File: config.mk
export PLATFORM = sky130hd
export DESIGN_NAME = div_issue_ctrl
export DESIGN_NICKNAME = d
export VERILOG_FILES = /design/src/rtl/div_issue_ctrl.sv
export SDC_FILE = /design/constraint.sdc
export NUM_CORES = 1
export LEC_CHECK = 0
export CAP_MARGIN = 0
export CORE_MARGIN = 3
export CORE_UTILIZATION = 45
export DETAILED_ROUTE_END_ITERATION = 6
export GPL_ROUTABILITY_DRIVEN = 1
export PLACE_DENSITY = 0.76
export SKIP_CTS_REPAIR_TIMING = 1
export SLEW_MARGIN = 40
export SYNTH_ARGS = -nofsm -noshare
export SYNTH_HDL_FRONTEND = slang
export SYNTH_SLANG_ARGS = --single-unit
File: constraint.sdc
create_clock -name clk -period 5.45 [get_ports clk]
set_input_delay 1.09 -clock clk [delete_from_list [all_inputs] [get_ports clk]]
set_output_delay 1.09 -clock clk [all_outputs]
set_load 0.01 [all_outputs]
File: src/rtl/div_issue_ctrl.sv
`default_nettype none
// ============================================================================
// Module      : div_issue_ctrl
// Description : In-order issue controller for the iterative divider. Queues
//               divide ops from decode, issues one at a time, buffers the
//               result for writeback, handles flush and rd-pending queries.
// Revision    : 1.0 - initial release
// ============================================================================
module div_issue_ctrl #(
  parameter int DEPTH = 2,
  parameter int TAG_W = 32
) (
  input  logic             clk,
  input  logic             rst,
  input  logic             req_valid,
  output logic             req_ready,
  input  logic [31:0]      req_rs1,
  input  logic [31:0]      req_rs2,
  input  logic [4:0]       req_rd,
  input  logic             req_unsign,
  input  logic             req_rem,
  input  logic [TAG_W-1:0] req_tag,
  input  logic             flush,
  output logic             div_issue,
  output logic [31:0]      div_rs1,
  output logic [31:0]      div_rs2,
  output logic             div_unsign,
  output logic             div_rem,
  output logic [4:0]       div_rd,
  output logic             div_flush,
  input  logic             div_out_valid,
  input  logic [31:0]      div_result,
  output logic             wb_valid,
  input  logic             wb_ready,
  output logic [31:0]      wb_data,
  output logic [4:0]       wb_rd,
  output logic [TAG_W-1:0] wb_tag,
  input  logic [4:0]       query_rd,
  output logic             query_hit,
  output logic             busy
);

  localparam int PTR_W = $clog2(DEPTH);
  localparam int CNT_W = PTR_W + 1;

  localparam logic [1:0] S_IDLE  = 2'd0;
  localparam logic [1:0] S_ISSUE = 2'd1;
  localparam logic [1:0] S_RUN   = 2'd2;
  localparam logic [1:0] S_WB    = 2'd3;

  // Queue storage (data only, no reset needed; validity comes from the counter)
  logic [31:0]      rs1_mem_q [DEPTH];
  logic [31:0]      rs2_mem_q [DEPTH];
  logic [4:0]       rd_mem_q  [DEPTH];
  logic             uns_mem_q [DEPTH];
  logic             rem_mem_q [DEPTH];
  logic [TAG_W-1:0] tag_mem_q [DEPTH];

  logic [PTR_W-1:0] wr_ptr_q, rd_ptr_q;
  logic [CNT_W-1:0] cnt_q;
  logic [1:0]       state_q, state_d;
  logic             flush_q;
  logic [4:0]       infl_rd_q;
  logic [TAG_W-1:0] infl_tag_q;
  logic [31:0]      wb_data_q;
  logic [4:0]       wb_rd_q;
  logic [TAG_W-1:0] wb_tag_q;

  logic w_full, w_empty, w_push, w_pop, w_capture;
  logic [DEPTH-1:0] w_q_match;

  assign w_full    = (cnt_q == CNT_W'(DEPTH));
  assign w_empty   = (cnt_q == '0);
  assign req_ready = ~w_full & ~flush;
  assign w_push    = req_valid & req_ready;
  assign div_issue = (state_q == S_ISSUE) & ~flush;
  assign w_pop     = div_issue;
  assign w_capture = (state_q == S_RUN) & div_out_valid & ~flush;

  // Operand fields are only meaningful with the issue pulse; hold 0 otherwise
  assign div_rs1    = div_issue ? rs1_mem_q[rd_ptr_q] : '0;
  assign div_rs2    = div_issue ? rs2_mem_q[rd_ptr_q] : '0;
  assign div_rd     = div_issue ? rd_mem_q[rd_ptr_q]  : '0;
  assign div_unsign = div_issue & uns_mem_q[rd_ptr_q];
  assign div_rem    = div_issue & rem_mem_q[rd_ptr_q];

  // Flush to the divider spans the flush cycle and the one after it
  assign div_flush = (flush | flush_q) & ~rst;

  assign wb_valid = (state_q == S_WB);
  assign wb_data  = wb_valid ? wb_data_q : '0;
  assign wb_rd    = wb_valid ? wb_rd_q   : '0;
  assign wb_tag   = wb_valid ? wb_tag_q  : '0;

  assign busy = ~w_empty | (state_q != S_IDLE);

  // Per-entry pending-rd match; an entry is live if its distance from the head is below the count
  for (genvar i = 0; i < DEPTH; i++) begin : g_qmatch
    logic [PTR_W-1:0] w_off;
    assign w_off        = PTR_W'(i) - rd_ptr_q;
    assign w_q_match[i] = ({1'b0, w_off} < cnt_q) && (rd_mem_q[i] == query_rd);
  end

  // Pending-rd lookup across queue, inflight op and writeback buffer
  always_comb begin
    query_hit = 1'b0;
    if (query_rd != 5'd0) begin
      query_hit = (|w_q_match)
                | ((state_q == S_RUN) && (infl_rd_q == query_rd))
                | ((state_q == S_WB)  && (wb_rd_q   == query_rd));
    end
  end

  // Next-state logic for the issue sequencer
  always_comb begin
    state_d = state_q;
    case (state_q)
      S_IDLE:  if ((~w_empty | w_push) & ~flush) state_d = S_ISSUE;
      S_ISSUE: state_d = flush ? S_IDLE : S_RUN;
      S_RUN:   if (flush) state_d = S_IDLE;
               else if (div_out_valid) state_d = S_WB;
      S_WB:    if (flush | wb_ready) state_d = S_IDLE;
      default: state_d = S_IDLE;
    endcase
  end

  // Queue entry writes
  always_ff @(posedge clk) begin
    if (w_push) begin
      rs1_mem_q[wr_ptr_q] <= req_rs1;
      rs2_mem_q[wr_ptr_q] <= req_rs2;
      rd_mem_q[wr_ptr_q]  <= req_rd;
      uns_mem_q[wr_ptr_q] <= req_unsign;
      rem_mem_q[wr_ptr_q] <= req_rem;
      tag_mem_q[wr_ptr_q] <= req_tag;
    end
  end

  // Queue pointers/occupancy, FSM, inflight and writeback registers
  always_ff @(posedge clk or posedge rst) begin
    if (rst) begin
      wr_ptr_q   <= '0;
      rd_ptr_q   <= '0;
      cnt_q      <= '0;
      state_q    <= S_IDLE;
      flush_q    <= 1'b0;
      infl_rd_q  <= '0;
      infl_tag_q <= '0;
      wb_data_q  <= '0;
      wb_rd_q    <= '0;
      wb_tag_q   <= '0;
    end else begin
      state_q <= state_d;
      flush_q <= flush;
      if (flush) begin
        wr_ptr_q   <= '0;
        rd_ptr_q   <= '0;
        cnt_q      <= '0;
        infl_rd_q  <= '0;
        infl_tag_q <= '0;
        wb_data_q  <= '0;
        wb_rd_q    <= '0;
        wb_tag_q   <= '0;
      end else begin
        if (w_push) wr_ptr_q <= wr_ptr_q + 1'b1;
        if (w_pop)  rd_ptr_q <= rd_ptr_q + 1'b1;
        if (w_push & ~w_pop)      cnt_q <= cnt_q + 1'b1;
        else if (~w_push & w_pop) cnt_q <= cnt_q - 1'b1;
        if (w_pop) begin
          infl_rd_q  <= rd_mem_q[rd_ptr_q];
          infl_tag_q <= tag_mem_q[rd_ptr_q];
        end
        if (w_capture) begin
          wb_data_q <= div_result;
          wb_rd_q   <= infl_rd_q;
          wb_tag_q  <= infl_tag_q;
        end
      end
    end
  end

`ifdef ASSERT_ON
  // A divider result is only expected while waiting in RUN (flush window excepted)
  always @(posedge clk) begin
    if (!rst && !div_flush)
      assert (!(div_out_valid && state_q != S_RUN))
        else $error("div_out_valid outside RUN");
  end
`endif

endmodule
`default_nettype wire

==> out/metrics.yaml <==
dp_hpwl_um: 18100
port_buffers: 291
rsz0062_at_grt: "false"
post-route-period-util_pct: 76.6
slew_headroom_pct: 48.5
setup_slack_ps: 1280
cts_sinks: 319
status: "finished clean"
startpoint_type: "input pin"
avgViaCountPerCell: 5.20
power.leakage_nw: 6.49
pre_cts_slack_ps: 1270
route.detailed.drc: 0
hold_violations: 0
overflow: 0
synth_ff_type: "edfxtp_1"
synthArstFlopShare_pct: 35.4
clkTransAtPathRegs_ps: 60
yosys.cell_types.count: 29
syn-mean-instance-area_um2: 14.8
core_um2: 27300
p_seq_share_pct: 45.8
die_y_um: 173
rr_startpoint: "state_q[1]"
wl_um: 29000
clock.fmax_ghz: 0.240
p_comb_share_pct: 19.5
path_class: "in2out"
place.gp.congestion: 0.848
yosys-top-cells-area: "edfxtp_1 49%, dfrtp_1 22%, mux2i_1 8.3%"
p_switching_mw: 1.76
power_density_nw_per_um2: 387
synth_cells: 849
power.total_mw: 6.58
worstSetupEndpoint: "query_hit"
final_util_pct: 62.4
worstMarginPinSlew_ps: 771
crit_start: "query_rd[4]"
r2r-end: "wb_tag_q[5]"
area_growth_pct: 35.0
syn_area_um2: 12600
reg2reg_setup_slack_ps: 2640
finClkSkew_ps: 9.20
antenna_found_initial: 0
num_rows: 60
yosysTopAreaCell: "edfxtp_1"
drive_gt1_share_pct: 7.13
die-area_um2: 30000
vias: 7918
setup_viol: 0
wire_per_inst_um: 19.1
clockPowerShare_pct: 34.7
synthTopCellsByCount: "206 x edfxtp_1, 118 x nor2_1, 113 x dfrtp_1"
clock_latency_ps: 500
ant_nets: 0
hp-class: "reg2reg"
cts_buffers: 35
drt_iter0_markers: 413
grt_max_degree: 104
cts_tree: "done"
maxCapViolCount: 0
cp.arrival_ps: 3080
slew_viol_final: 0
p_int_mw: 4.81
swShare_pct: 26.8
cts_root_buf: "clkbuf_16"
synth_warnings: 0
synth-seq-cells: 319
ios: 292
synth_edf_count: 206
syn-num-nets: 995
num_antenna_cells: 0
n_fill_cell: 2062
critPathRequiredTime_ps: 4360
layout.nets: 1270
h-tree-depth: 2
first_pass_iters: 4
fin_setup_tns_ps: 0
first_global_vias: 8421
synth_most_common_cell: "edfxtp_1"
min_period_ps: 4170
reg2reg_depth: 6
clock_path_buffers: 3
die_w_um: 173
synth_sequential_area_ratio_pct: 71.6
synth_top_area_share_pct: 49.1
grt_pass1_wl_um: 46600
start_util_pct: 46.2
path_max_fanout: 5
vdd_drop_max_mv: 0.296
crit_path_end_kind: "primary output"
grt_usage_pct: 19.1
[cells by family (layout without fill, tap and decap cells)]
kind of cell | Yosys count | in the layout | synth area share [%]
flip-flops | 319 | 319 | 71.6
buffers and inverters | 76 | 377 | 2.88
multiplexers | 105 | 105 | 8.35
XOR/XNOR | 24 | 24 | 1.67
AND/OR/NAND/NOR | 207 | 207 | 7.93
AO/OA/AOI/OAI | 118 | 118 | 7.57
[critical path: stages]
cell	delay [ps]
clkdlybuf4s50_1	530
xor2_1	200
nor4_1	270
and3_1	190
a31oi_1	40
a21oi_1	180
clkdlybuf4s50_1	580
[cell type report]
| type | count | area, um^2 | area share [%] |
|---|---|---|---|
| sequential | 319 | 9020 | 53.1 |
| multi-input combinational | 454 | 3250 | 19.1 |
| timing repair buffer | 309 | 3100 | 18.3 |
| clock buffer | 47 | 951 | 5.59 |
| tap | 372 | 465 | 2.74 |
| clock inverter | 16 | 184 | 1.08 |
| inverter | 5 | 23.8 | 0.140 |
[state kept, by name, summed over array words and instances (netlist names), 5 cells and up]
signal	flops
rs1_mem_q	64
rs2_mem_q	64
tag_mem_q	64
infl_tag_q	32
wb_data_q	32
wb_tag_q	32
rd_mem_q	10
infl_rd_q	5
wb_rd_q	5
[metrics by stage]
step	std cells	hold WS, ps	area (um^2)
3_3_place_gp	1457	473	15800
5_1_grt	1522	505	17000
3_5_place_dp	1458	475	15800
6_report	1522	486	17000
2_1_floorplan	849	464	12600
4_1_cts	1521	489	17000
[metal layers]
layer / track usage [%] / vias up / part of all wire, %
met5: 0 / - / 0
met2: 31.8 / 271 / 49
met3: 5.89 / 46 / 7.9
met1: 24.4 / 3882 / 41
met4: 5.20 / 0 / 2.3
li1: - / 3719 / -
[cells in the final DEF, fill, tap and decap left out, drive strengths merged]
cell / n
or4: 1
dfrtp: 113
buf: 19
clkbuf: 47
a31oi: 2
nor2: 119
edfxtp: 206
clkinv: 11
o21ai: 2
a22o: 69
bufinv: 3
clkinvlp: 2
nor4: 3
mux2i: 105
nand4: 1
clkdlybuf4s50: 290
inv: 5
nor2b: 2
xor2: 15
nor3: 2
a21oi: 6
xnor2: 9
nand2: 5
and2: 1
a211oi: 39
nand2b: 2
and3: 71
[worst min path at each step]
stage	start	slack (ps)	to	depth (start not counted)
2_1_floorplan	wb_data_q[0]	460	wb_data_q[0]	1
3_3_place_gp	infl_tag_q[15]	470	wb_tag_q[15]	1
4_1_cts	infl_tag_q[1]	490	wb_tag_q[1]	1
5_1_grt	infl_tag_q[1]	510	wb_tag_q[1]	1
3_5_place_dp	infl_tag_q[1]	480	wb_tag_q[1]	1
6_report	infl_tag_q[1]	490	wb_tag_q[1]	1
[power by group through the flow]
stage / Sequential, mW / Combinational (mW) / Clock (mW)
3_5_place_dp: 3.09 / 1.26 / 0
4_1_cts: 3.04 / 1.27 / 2.35
5_1_grt: 3.04 / 1.40 / 2.46
3_3_place_gp: 3.07 / 1.24 / 0
2_1_floorplan: 3.00 / 0.854 / 0
6_report: 3.01 / 1.28 / 2.28
(Power assumes the default switching activity.)
